`src/rtl/riscv_pkg.sv`:
```
// Shared RV32I definitions: ALU operation encoding, major opcodes and funct7
// values. Used by the decode stage and by the ALU.
package riscv_pkg;

  typedef enum logic [3:0] {
    ALU_ADD  = 4'd0,
    ALU_SUB  = 4'd1,
    ALU_SLL  = 4'd2,
    ALU_SLT  = 4'd3,
    ALU_SLTU = 4'd4,
    ALU_XOR  = 4'd5,
    ALU_SRL  = 4'd6,
    ALU_SRA  = 4'd7,
    ALU_OR   = 4'd8,
    ALU_AND  = 4'd9
  } alu_op_e;

  localparam logic [6:0] OPC_OP     = 7'b0110011;
  localparam logic [6:0] OPC_OP_IMM = 7'b0010011;
  localparam logic [6:0] OPC_LUI    = 7'b0110111;

  localparam logic [6:0] F7_BASE = 7'b0000000;
  localparam logic [6:0] F7_ALT  = 7'b0100000;

  // Map funct3 (plus the SUB/SRA alternate-encoding flag) to an ALU operation.
  function automatic alu_op_e f3_to_alu(input logic [2:0] funct3, input logic alt);
    alu_op_e op;
    case (funct3)
      3'b000:  op = alt ? ALU_SUB : ALU_ADD;
      3'b001:  op = ALU_SLL;
      3'b010:  op = ALU_SLT;
      3'b011:  op = ALU_SLTU;
      3'b100:  op = ALU_XOR;
      3'b101:  op = alt ? ALU_SRA : ALU_SRL;
      3'b110:  op = ALU_OR;
      default: op = ALU_AND;
    endcase
    return op;
  endfunction

endpackage

```
`src/rtl/regfile.sv`:
```
// Architectural register file: two combinational read ports, one synchronous
// write port. x0 is hardwired to zero.
module regfile #(
  parameter int XLEN  = 32,
  parameter int NREGS = 32
) (
  input  logic            clk,
  input  logic            rst_n,
  input  logic [4:0]      rs1_addr,
  input  logic [4:0]      rs2_addr,
  output logic [XLEN-1:0] rs1_data,
  output logic [XLEN-1:0] rs2_data,
  input  logic            we,
  input  logic [4:0]      wr_addr,
  input  logic [XLEN-1:0] wr_data
);

  logic [XLEN-1:0] regs_q [NREGS];

  // Register storage: cleared on reset, written on wb strobe except x0.
  // NOTE: this array is reset explicitly because every register must read 0
  // after reset; that makes it flops rather than an inferable RAM macro.
  always_ff @(posedge clk or negedge rst_n) begin
    if (!rst_n) begin
      for (int i = 0; i < NREGS; i++) regs_q[i] <= '0;
    end else if (we && wr_addr != 5'd0 && int'(wr_addr) < NREGS) begin
      regs_q[wr_addr] <= wr_data;
    end
  end

  // Read ports: x0 and out-of-range indices return zero.
  always_comb begin
    rs1_data = '0;
    rs2_data = '0;
    if (rs1_addr != 5'd0 && int'(rs1_addr) < NREGS) rs1_data = regs_q[rs1_addr];
    if (rs2_addr != 5'd0 && int'(rs2_addr) < NREGS) rs2_data = regs_q[rs2_addr];
  end

endmodule

```
`src/rtl/decode_stage.sv`:
```
// RV32I decode stage: decodes OP / OP-IMM / LUI, reads operands with
// writeback bypass, and holds the result in a single valid/ready output
// register.
module decode_stage
  import riscv_pkg::*;
#(
  parameter int XLEN  = 32,
  parameter int NREGS = 32
) (
  input  logic            clk,
  input  logic            rst_n,
  input  logic            in_valid,
  output logic            in_ready,
  input  logic [31:0]     instr,
  input  logic            wb_en,
  input  logic [4:0]      wb_rd,
  input  logic [XLEN-1:0] wb_val,
  output logic            out_valid,
  input  logic            out_ready,
  output logic [XLEN-1:0] rs1_val,
  output logic [XLEN-1:0] rs2_val,
  output logic [3:0]      alu_op,
  output logic [4:0]      rd,
  output logic            rd_we,
  output logic            illegal
);

  logic [6:0] opcode, funct7;
  logic [2:0] funct3;
  logic [4:0] rs1_idx, rs2_idx, rd_idx;

  assign opcode  = instr[6:0];
  assign rd_idx  = instr[11:7];
  assign funct3  = instr[14:12];
  assign rs1_idx = instr[19:15];
  assign rs2_idx = instr[24:20];
  assign funct7  = instr[31:25];

  logic [XLEN-1:0] rf_rs1, rf_rs2, byp_rs1, byp_rs2;

  regfile #(.XLEN(XLEN), .NREGS(NREGS)) u_regfile (
    .clk      (clk),
    .rst_n    (rst_n),
    .rs1_addr (rs1_idx),
    .rs2_addr (rs2_idx),
    .rs1_data (rf_rs1),
    .rs2_data (rf_rs2),
    .we       (wb_en),
    .wr_addr  (wb_rd),
    .wr_data  (wb_val)
  );

  // Operand bypass: a writeback in the same cycle wins over the stored value.
  always_comb begin
    byp_rs1 = rf_rs1;
    byp_rs2 = rf_rs2;
    if (wb_en && wb_rd == rs1_idx && rs1_idx != 5'd0) byp_rs1 = wb_val;
    if (wb_en && wb_rd == rs2_idx && rs2_idx != 5'd0) byp_rs2 = wb_val;
  end

  logic [XLEN-1:0] dec_rs1, dec_rs2;
  alu_op_e         dec_op;
  logic            dec_illegal;

  // Instruction decode; illegal encodings fall through to ADD with zero operands.
  // NOTE: every output gets a default first so no path leaves a value unassigned,
  // which would otherwise infer a latch.
  always_comb begin
    dec_rs1     = '0;
    dec_rs2     = '0;
    dec_op      = ALU_ADD;
    dec_illegal = 1'b0;
    case (opcode)
      OPC_OP: begin
        if (funct7 == F7_BASE ||
            (funct7 == F7_ALT && (funct3 == 3'b000 || funct3 == 3'b101))) begin
          dec_rs1 = byp_rs1;
          dec_rs2 = byp_rs2;
          dec_op  = f3_to_alu(funct3, funct7 == F7_ALT);
        end else begin
          dec_illegal = 1'b1;
        end
      end
      OPC_OP_IMM: begin
        if ((funct3 == 3'b001 && funct7 != F7_BASE) ||
            (funct3 == 3'b101 && funct7 != F7_BASE && funct7 != F7_ALT)) begin
          dec_illegal = 1'b1;
        end else begin
          dec_rs1 = byp_rs1;
          dec_op  = f3_to_alu(funct3, funct3 == 3'b101 && funct7 == F7_ALT);
          if (funct3 == 3'b001 || funct3 == 3'b101) dec_rs2 = XLEN'(instr[24:20]);
          else                                      dec_rs2 = XLEN'($signed(instr[31:20]));
        end
      end
      OPC_LUI: begin
        dec_rs2 = XLEN'($signed({instr[31:12], 12'b0}));
      end
      default: dec_illegal = 1'b1;
    endcase
  end

  logic            out_valid_d, out_valid_q;
  logic [XLEN-1:0] rs1_val_d, rs1_val_q, rs2_val_d, rs2_val_q;
  alu_op_e         alu_op_d, alu_op_q;
  logic [4:0]      rd_d, rd_q;
  logic            rd_we_d, rd_we_q, illegal_d, illegal_q;
  logic            accept;

  assign in_ready = !out_valid_q || out_ready;
  assign accept   = in_valid && in_ready;

  // Output register next state: load on acceptance, drain on out_ready, else hold.
  always_comb begin
    out_valid_d = out_valid_q;
    rs1_val_d   = rs1_val_q;
    rs2_val_d   = rs2_val_q;
    alu_op_d    = alu_op_q;
    rd_d        = rd_q;
    rd_we_d     = rd_we_q;
    illegal_d   = illegal_q;
    if (accept) begin
      out_valid_d = 1'b1;
      rs1_val_d   = dec_rs1;
      rs2_val_d   = dec_rs2;
      alu_op_d    = dec_op;
      rd_d        = dec_illegal ? 5'd0 : rd_idx;
      rd_we_d     = !dec_illegal && rd_idx != 5'd0;
      illegal_d   = dec_illegal;
    end else if (out_ready) begin
      out_valid_d = 1'b0;
    end
  end

  // Output register state; reset discards any held instruction.
  // NOTE: sequential state uses non-blocking assignments so all flops update
  // together from pre-edge values.
  always_ff @(posedge clk or negedge rst_n) begin
    if (!rst_n) begin
      out_valid_q <= 1'b0;
      rs1_val_q   <= '0;
      rs2_val_q   <= '0;
      alu_op_q    <= ALU_ADD;
      rd_q        <= '0;
      rd_we_q     <= 1'b0;
      illegal_q   <= 1'b0;
    end else begin
      out_valid_q <= out_valid_d;
      rs1_val_q   <= rs1_val_d;
      rs2_val_q   <= rs2_val_d;
      alu_op_q    <= alu_op_d;
      rd_q        <= rd_d;
      rd_we_q     <= rd_we_d;
      illegal_q   <= illegal_d;
    end
  end

  assign out_valid = out_valid_q;
  assign rs1_val   = rs1_val_q;
  assign rs2_val   = rs2_val_q;
  assign alu_op    = alu_op_q;
  assign rd        = rd_q;
  assign rd_we     = rd_we_q;
  assign illegal   = illegal_q;

endmodule

```
`config.mk`:
```
export PLATFORM = sky130hd
export DESIGN_NAME = decode_stage
export DESIGN_NICKNAME = d
export VERILOG_FILES = /design/src/rtl/riscv_pkg.sv /design/src/rtl/regfile.sv /design/src/rtl/decode_stage.sv
export SDC_FILE = /design/constraint.sdc
export NUM_CORES = 2
export LEC_CHECK = 0
export BUFFER_PORTS_ARGS = -buffer_cell sky130_fd_sc_hd__buf_2
export CAP_MARGIN = 15
export CORE_MARGIN = 8
export CORE_UTILIZATION = 50
export DETAILED_ROUTE_END_ITERATION = 12
export GPL_TIMING_DRIVEN = 0
export PLACE_DENSITY = 0.77
export SKIP_CTS_REPAIR_TIMING = 1
export SLEW_MARGIN = 10
export SYNTH_ARGS = -nofsm -noshare
export SYNTH_HDL_FRONTEND = slang
export SYNTH_SLANG_ARGS = --single-unit
```
`constraint.sdc`:
```
create_clock -name clk -period 1.7 [get_ports clk]
set_input_delay 0.17 -clock clk [delete_from_list [all_inputs] [get_ports clk]]
set_output_delay 0.17 -clock clk [all_outputs]
set_load 0.01 [all_outputs]
```
==> reports/results.tsv <==
stage	metric	value	unit
grt	total gr overflow	0	
pwr	Clock power frac	0.345	
sta	Hold Vio Cnt, Final	121	
sta	Final Max Tran Viols	0	
clock_network	CTS root buf	clkbuf_16	
outcome	status	finished, violations left	
critical_path	Setup crit end kind	flop	
critical_path	crit-path leading delay family	simple AND/OR/NAND/NOR gates	
logic_synthesis	top cell type by total area after synthesis	dfrtp_1	
finish	sequential standard cell area	27500	µm²
critical_path	worst-path cell chain	nand2b_4, nand2_8, or4_4, or4_4, o211ai_2	
detailed_routing	vias	48300	
floorplanning	Chip Width	356	µm
critical_path	Worst Path Required	2.36	ns
finish	fillers	9176	
pwr	Combinational Power Share	0.218	
outcome	violated checks	hold timing, setup timing	
grt	met2 Use GR	0.513	
pwr	P_int	54300	µW
clock_network	CTS tree	done	
logic_synthesis	post-synthesis sequential area ratio	0.475	
detailed_routing	drt wl/cell	37.2	µm
clock_network	CTS Buf Count	117	
logic_synthesis	Synth Register Bits	1100	
pwr	Reg power frac	0.436	
placed_design	IO buf count	140	
min_path	Min-Delay Path Class	primary input to asynchronous set/reset pin	
detailed_routing	Antenna Nets Post-Route	0	
logic_synthesis	Gate Count Post-Synth	4784	
detailed_routing	Remaining DRCs	0	
grt	largest net degree at the start of global routing	159	
placed_design	Final HPWL DP	183000	µm
sta	RSZ-0062 raised after global routing	true	
grt	vias in the first global route	45900	
critical_path	Crit path top cell by count	or4_4	
critical_path	Critical Path Start Type	flop	
logic_synthesis	Yosys warnings	0	
detailed_routing	Via density	7.12	
clock_network	Max clock buf depth	3	
grt	GRT Total Usage	0.382	
critical_path	max incr delay on CP	0.67	ns
floorplanning	die height	356	µm
floorplanning	Row Count	125	
floorplanning	Core Area	116000	µm²
floorplanning	die area	127000	µm²
detailed_routing	WL final	252000	µm
logic_synthesis	Syn Area/Cell	12.1	µm²
pwr	peak supply drop	1.01	mV
sta	Setup-failing EPs final	271	
sta	Final period util	1.20	
pwr	Design Power	78800	µW
finish	footprint of the multi-input gates	29600	µm²
logic_synthesis	post-synthesis net count	4858	
sta	Slew @ Worst Pin	1.03	ns
grt	most used routing layer	met2	
clock_network	CTS sink count	1100	
grt	number of antenna violations at the first check in global routing	22	
clock_network	H-tree depth	3	
logic_synthesis	Yosys cell types	61	
finish	most frequent cells in the layout	dfrtp_1, mux2_2, nand2_1	
finish	Area Growth Syn to Fin	17.4	%
detailed_routing	Starting DRT DRC Count	8219	
pwr	Pleak	0.0300	µW
sta	PnR worst setup slack	-0.348	ns
finish	nets	5219	
logic_synthesis	Post-synth EDFFs	0	
clock_network	clk_lat worst skew	0.75	ns
logic_synthesis	Top FF cell, synth	dfrtp_1	
clock_network	Clock Pin Slew Worst Setup and Hold Paths	0.07	ns
critical_path	Worst Path Buf+Inv	0	
sta	final setup TNS	-18.05	ns
sta	clk_skew	0.0517	ns
placed_design	Placer Congestion	1.09	
logic_synthesis	mapped cell area	57900	µm²
sta	Max Freq	488	MHz
critical_path	slowest CP cell	or4_4	
pwr	Power Density	1160	nW/µm²
logic_synthesis	Synth async-reset ratio	1.00	
logic_synthesis	Yosys top cell area share	0.475	
grt	first-pass GRT wire length	346000	µm
detailed_routing	Pre-antenna DRT Iters	11	
sta	min Tclk post-route	2.05	ns
job	# Max-Cap Violations	0	
floorplanning	io pins	151	
grt	grt met1 use	0.483	
sta	Worst slew margin	0.311	
pwr	switching share of total power	0.311	
critical_path	CP Class	flop to flop	
finish	post-route cell area	68000	µm²
placed_design	Placed Area	60900	µm²
finish	layout cell share with drive strength beyond 1	0.407	
logic_synthesis	Synth area leaders	dfrtp_1, mux2_2, mux4_2	
critical_path	crit path DAT	2.71	ns
placed_design	pre-CTS WS	-2.12	ns
critical_path	CP Max Fanout	5	
grt	met3 Use GR	0.197	
finish	commonest non-fill, non-tap cell in the layout	dfrtp_1	
floorplanning	Initial Util	0.501	
pwr	NetSw	24500	µW
sta	hold slack	-0.617	ns
==> routing by layer <==
| metal | share of wire | up-vias |
|---|---|---|
| met1 | 0.35 | 24600 |
| met2 | 0.40 | 4169 |
| li1 | - | 18600 |
| met3 | 0.17 | 959 |
| met4 | 0.081 | 18 |
| met5 | 0.0018 | - |
==> power groups by stage <==
stage / clock (µW) / combinational (µW) / sequential, µW
5_1_grt: 28000 / 17800 / 34800
2_1_floorplan: 0 / 10200 / 33400
3_5_place_dp: 0 / 15100 / 34500
4_1_cts: 27000 / 15200 / 34100
3_3_place_gp: 0 / 14600 / 34200
6_report: 27200 / 17200 / 34400
==> Yosys cell counts (7+ instances only) <==
cell type  instances
a21oi_1           57
a22o_1             7
a22oi_1          225
a41oi_1           34
and2_1            34
and3_1            34
and4_1            30
buf_1             20
buf_2            100
buf_4             29
buf_6             11
clkbuf_1         337
dfrtp_1         1100
inv_1             46
mux2_2           867
mux2i_1          260
mux4_2           250
nand2_1          466
nand2b_1           7
nand3_1           65
nand4_1            8
nor2_1            30
nor3_1            95
o21ai_0          408
o221ai_2          19
o22ai_1          145
==> cells by family (layout without fill, tap and decap cells) <==
family	count (synthesis)	in the layout	synth area share
AND/OR/NAND/NOR	811	811	0.0658
flip-flops	1100	1100	0.475
AO/OA/AOI/OAI	934	934	0.102
other	0	11	0
multiplexers	1383	1383	0.313
XOR/XNOR	11	11	0.00192
buffers and inverters	545	1009	0.0413
==> area by class of cell <==
cell class | instances | share of cell area
Antenna cell | 11 | 0.000405
Buffer | 491 | 0.0430
Clock buffer | 169 | 0.0501
Clock inverter | 53 | 0.00894
Inverter | 46 | 0.00254
Multi-Input combinational cell | 3139 | 0.435
Sequential cell | 1100 | 0.405
Tap cell | 1524 | 0.0280
Timing Repair Buffer | 250 | 0.0274
==> registers in the layout (all words and copies together) (netlist names) <==
name / flops
out_valid: 1
rs2_val: 32
rd_we: 1
alu_op: 4
u_regfile.regs_q: 1024
rd: 5
illegal: 1
rs1_val: 32
==> worst paths after layout <==
kind,from,to,depth (start not counted),slack (ns)
worst min-delay path,rst_n,u_regfile.regs_q[941]$_DFFE_PN0P_,1,-0.62
max in group asynchronous,rst_n,u_regfile.regs_q[259]$_DFFE_PN0P_,4,0.33
worst max register to register,out_valid$_DFFE_PN0P_,rs2_val[2]$_DFFE_PN0P_,5,-0.35
worst max-delay path,out_valid$_DFFE_PN0P_,rs2_val[2]$_DFFE_PN0P_,5,-0.35
worst min register to register,u_regfile.regs_q[1005]$_DFFE_PN0P_,u_regfile.regs_q[1005]$_DFFE_PN0P_,1,0.48
min in group clk,instr[27],rs2_val[27]$_DFFE_PN0P_,5,-0.02
==> per-stage QoR <==
stage	hold WS (ns)	utilization	std cells
5_1_grt	-0.539	0.588	6774
3_3_place_gp	0.416	0.525	6448
4_1_cts	-0.558	0.562	6678
6_report	-0.617	0.588	6783
2_1_floorplan	-0.126	-	4784
3_5_place_dp	0.219	0.527	6456
(Power assumes the default switching activity.)
